## src/rtl/serial_add_sub.sv

```systemverilog
// -----------------------------------------------------------------------------
// serial_add_sub
//
// Bit-serial WIDTH-bit adder/subtractor. Two parallel operands are captured on
// a start request and combined one bit per clock, LSB first, through a 1-bit
// add/sub cell and a carry/borrow flip-flop. Subtraction is a + ~b + 1: the
// b bit is inverted in the cell and the carry FF is seeded with 1.
//
// Latency: start sampled at edge E0 -> done high in the cycle after E0+WIDTH.
// Throughput: one operation per WIDTH+2 cycles (IDLE -> RUN x WIDTH -> DONE).
//
// Configuration macro:
//   OVERFLOW_DETECT_EN  when defined, ovf reports two's-complement signed
//                       overflow (carry into MSB XOR carry out of MSB).
//                       When undefined, ovf is tied to 0.
//
// Ports:
//   clk     in   system clock, rising edge
//   rst     in   synchronous active-high reset, dominates all other inputs
//   start   in   begin an operation (sampled only in IDLE)
//   mode    in   0 = a+b, 1 = a-b (captured with start)
//   a, b    in   WIDTH-bit operands (captured with start)
//   busy    out  high whenever the FSM is not in IDLE
//   done    out  one-cycle pulse; result/cout/ovf valid
//   result  out  sum/difference mod 2^WIDTH (bits move during RUN)
//   cout    out  add: carry out; sub: borrow (1 when a < b unsigned)
//   ovf     out  signed overflow (see macro above)
// -----------------------------------------------------------------------------
module serial_add_sub #(
  parameter int WIDTH = 8
) (
  input  logic             clk,
  input  logic             rst,
  input  logic             start,
  input  logic             mode,
  input  logic [WIDTH-1:0] a,
  input  logic [WIDTH-1:0] b,
  output logic             busy,
  output logic             done,
  output logic [WIDTH-1:0] result,
  output logic             cout,
  output logic             ovf
);

  localparam int             CW   = (WIDTH > 1) ? $clog2(WIDTH) : 1;
  localparam logic [CW-1:0]  LAST = CW'(WIDTH - 1);

  typedef enum logic [1:0] {
    IDLE = 2'd0,
    RUN  = 2'd1,
    DONE = 2'd2
  } state_t;

  state_t           state, state_nxt;
  logic [WIDTH-1:0] sa, sb;
  logic             mode_q;
  logic [CW-1:0]    cnt;
  logic             carry;

  // 1-bit add/sub cell
  logic cell_x, cell_y, cell_s, cell_c;

  assign cell_x = sa[0];
  assign cell_y = sb[0] ^ mode_q;
  assign cell_s = cell_x ^ cell_y ^ carry;
  assign cell_c = (cell_x & cell_y) | (cell_x & carry) | (cell_y & carry);

  // ---------------------------------------------------------------------------
  // FSM state register
  // ---------------------------------------------------------------------------
  // NOTE: sequential state uses non-blocking assignments so every flop samples
  // pre-edge values regardless of process ordering.
  always_ff @(posedge clk) begin
    if (rst) state <= IDLE;
    else     state <= state_nxt;
  end

  // ---------------------------------------------------------------------------
  // FSM next-state and status outputs
  // ---------------------------------------------------------------------------
  // NOTE: every output of this block gets a default first, so no path through
  // the case statement can leave a variable unassigned and infer a latch.
  always_comb begin
    state_nxt = state;
    busy      = 1'b0;
    done      = 1'b0;
    unique case (state)
      IDLE: begin
        if (start) state_nxt = RUN;
      end
      RUN: begin
        busy = 1'b1;
        if (cnt == LAST) state_nxt = DONE;
      end
      DONE: begin
        busy      = 1'b1;
        done      = 1'b1;
        state_nxt = IDLE;
      end
      default: state_nxt = IDLE;
    endcase
  end

  // ---------------------------------------------------------------------------
  // Datapath: operand shifters, carry FF, result shifter, cout
  // ---------------------------------------------------------------------------
  always_ff @(posedge clk) begin
    if (rst) begin
      sa     <= '0;
      sb     <= '0;
      mode_q <= 1'b0;
      cnt    <= '0;
      carry  <= 1'b0;
      result <= '0;
      cout   <= 1'b0;
    end else begin
      unique case (state)
        IDLE: begin
          if (start) begin
            sa     <= a;
            sb     <= b;
            mode_q <= mode;
            cnt    <= '0;
            carry  <= mode;  // +1 of the two's complement for subtract
          end
        end
        RUN: begin
          sa     <= sa >> 1;
          sb     <= sb >> 1;
          result <= {cell_s, result[WIDTH-1:1]};
          carry  <= cell_c;
          cnt    <= cnt + 1'b1;
          // Final bit: carry out of the MSB is known now; borrow is its inverse.
          if (cnt == LAST) cout <= cell_c ^ mode_q;
        end
        default: ;
      endcase
    end
  end

`ifdef OVERFLOW_DETECT_EN
  // While processing bit WIDTH-1 the carry FF holds the carry into the MSB and
  // the cell produces the carry out of it; their XOR is signed overflow.
  always_ff @(posedge clk) begin
    if (rst) begin
      ovf <= 1'b0;
    end else if (state == RUN && cnt == LAST) begin
      ovf <= carry ^ cell_c;
    end
  end
`else
  assign ovf = 1'b0;
`endif

endmodule
```

## config.mk

```make
export PLATFORM = sky130hd
export DESIGN_NAME = serial_add_sub
export DESIGN_NICKNAME = d
export VERILOG_FILES = /design/src/rtl/serial_add_sub.sv
export SDC_FILE = /design/constraint.sdc
export NUM_CORES = 1
export LEC_CHECK = 0
export ABC_CLOCK_PERIOD_IN_PS = 2200
export CORE_MARGIN = 1.5
export CORE_UTILIZATION = 50
export DETAILED_ROUTE_END_ITERATION = 8
export PLACE_DENSITY = 0.79
export SLEW_MARGIN = 15
export SYNTH_ARGS = -nofsm -noshare
export SYNTH_HDL_FRONTEND = slang
export SYNTH_SLANG_ARGS = --single-unit
```

## constraint.sdc

```tcl
create_clock -name clk -period 2.2 [get_ports clk]
set_input_delay 0.66 -clock clk [delete_from_list [all_inputs] [get_ports clk]]
set_output_delay 0.66 -clock clk [all_outputs]
set_load 0.03 [all_outputs]
```

==> impl_metrics.ini <==
[worst_setup_path]
crit_path_end_kind = output pin
crit_arrival_ns = 1.43
cp_max_fo = 3
cp-start-kind = flip-flop
crit_type = flip-flop to output pin
critPathRequiredTime_ns = 1.54

[global_route]
grt_pass1_vias = 1195
overflow = 0
grt_max_degree = 33
globalRouteTotalUtil_pct = 19.61
antenna_found_initial = 0
grt_pass1_wl_um = 4981

[sta]
hold_slack_ns = 0.4623
report.final.slew_viol_count = 0
clock_skew_ns = 0.01007
final-setup-viol-count = 0
finalSetupTns_ns = 0
hold_viol = 0
fin_crit_ns = 2.085
rsz0062_at_grt = no
finalCritPeriodShare_pct = 94.79
fmax_mhz = 479.5

[drt]
ant_nets = 0
first_pass_iters = 6
first_iter_violations = 21
vias = 1147
avgRoutedWirePerCell_um = 13.45
wl_um = 2878
viasPerCell = 5.360
route.detailed.drc = 3

[die]
fp.dieArea_um2 = 3367
die_x_um = 58.03
start_util_pct = 53.97
io_pins = 32
rows = 19
core_area_um2 = 2805
die_h_um = 58.03

[placed_design]
dpl.cell_count = 206
place.gp.congestion = 0.7402
port_buffers = 30
dp_hpwl_um = 1994

[layout]
final_nets = 208
fillers = 233
drive_above_1_share_pct = 12.57
final_cell_mix = 32 x dfxtp_1, 28 x clkdlybuf4s50_1, 26 x nor2_1
syn2layout_area_growth_pct = 24.63
antenna_cells = 0
final_common_cell = dfxtp_1
final_cells = 214

[synth]
synth_area_um2 = 1514
synth_cell_types = 27
syn_inst = 154
yosysSeqAreaShare_pct = 42.31
synthesis.nets = 180
synth.avg_cell_area_um2 = 9.831
ys_ff_latch = 32
yosysTopAreaCell = dfxtp_1
synth_top_area_share_pct = 42.31
synthTopCellsByArea = dfxtp_1 42%, mux2i_1 15%, a211oi_2 8.3%, nor2_1 6.4%, ha_1 4.1%
yosys_warnings = 0

[clock_tree]
clock_latency_ns = 0.33
numCtsBuffers = 5
tritoncts = yes
cts.sinks = 32
root_buffer = clkbuf_4
cts_htree_levels = 2
path_clk_slew_ns = 0.09
hold_buffers = 0
clk_path_buf_depth = 2

[job]
maxCapViolCount = 0

[run_status]
status = finished with violations
violations = DRC

[power]
total_power_w = 0.001423
powerDensity_nw_per_um2 = 754.1
p_leak_nw = 0.7241
ir_worst_vdd_v = 0.0005296

[min_path]
hp-class = flip-flop to flip-flop
==> repair_timing <==
action | in CTS | in global routing
buffers inserted | 0 | 0
resized for setup | 2 | 0
setup endpoints to repair | 2 | 0
==> Yosys cell counts (all sizes together) <==
cell type	instances
o211ai	1
nand2	7
a21oi	8
nand3	4
o21ai	2
clkbuf	1
dfxtp	32
ha	5
a32oi	2
nor2b	2
a211oi	16
xnor2	2
mux2	1
inv	5
nand2b	2
conb	1
mux2i	22
fa	1
nand3b	1
buf	12
nor2	26
nor3	1
==> worst max-delay path, cell delays in order (launching register included) <==
cell and delay, ns:
dfxtp_1 0.37, inv_1 0.07, ha_1 0.27, dlygate4sd2_1 0.39
==> sequential cells by signal, summed over array words and instances, names as in the netlist <==
name / count
mode_q: 1
carry: 1
sa: 8
result: 8
cout: 1
state: 2
sb: 8
cnt: 3
==> logic make-up (layout without fill, tap and decap cells) <==
family	Yosys count	in the layout	synth area share (%)
AOI/OAI and AO/OA	29	29	16.20
xor gates and xnor gates	2	2	1.157
adders and majority gates	6	6	5.455
buffers and inverters	18	47	7.107
DFF	32	32	42.31
muxes	23	23	15.54
other	1	1	0.2477
and+or+nand+nor	43	43	11.98
==> area by class of cell <==
cell class | instances | area [µm²] | area share (%)
clock buffers | 7 | 65.06 | 3.448
repair buffers | 34 | 327.8 | 17.37
well taps | 31 | 38.79 | 2.056
flip-flops and latches | 32 | 640.6 | 33.95
multi-input cells | 104 | 765.7 | 40.58
inverters | 5 | 18.77 | 0.9947
clock inverters | 1 | 30.03 | 1.592
==> through the flow <==
stage	instance area, µm²	utilization (%)	worst slack (ns)
floorplan	1514	-	0.6368
global placement	1794	63.96	0.2320
detailed placement	1794	63.96	0.1940
CTS	1887	67.26	0.09337
global route	1887	67.26	0.01176
finish	1887	67.26	0.1145
==> power breakdown <==
| part | internal, W | switching [W] |
|---|---|---|
| Combinational | 0.000130 | 0.000148 |
| Clock | 0.000302 | 0.000197 |
| Sequential | 0.000622 | 0.0000248 |
| Total | 0.00105 | 0.000370 |
==> per-layer routing <==
layer | global-route usage (%) | share of wire [%] | up-vias
met5 | 0 | 0 | -
met4 | 8.970 | 0.56 | 0
met3 | 5.134 | 5.2 | 2
met2 | 34.90 | 49 | 31
met1 | 21.72 | 45 | 527
li1 | - | - | 587
==> final timing paths <==
check | start | endpoint | slack (ns) | cells after the start
worst max-delay path | state[1] | busy | 0.11 | 3
worst min-delay path | cout | cout | 0.46 | 2
worst max register to register | state[0] | sb[3] | 0.58 | 5
worst min register to register | cout | cout | 0.46 | 2
No activity file was read; power rests on OpenSTA's default activity.
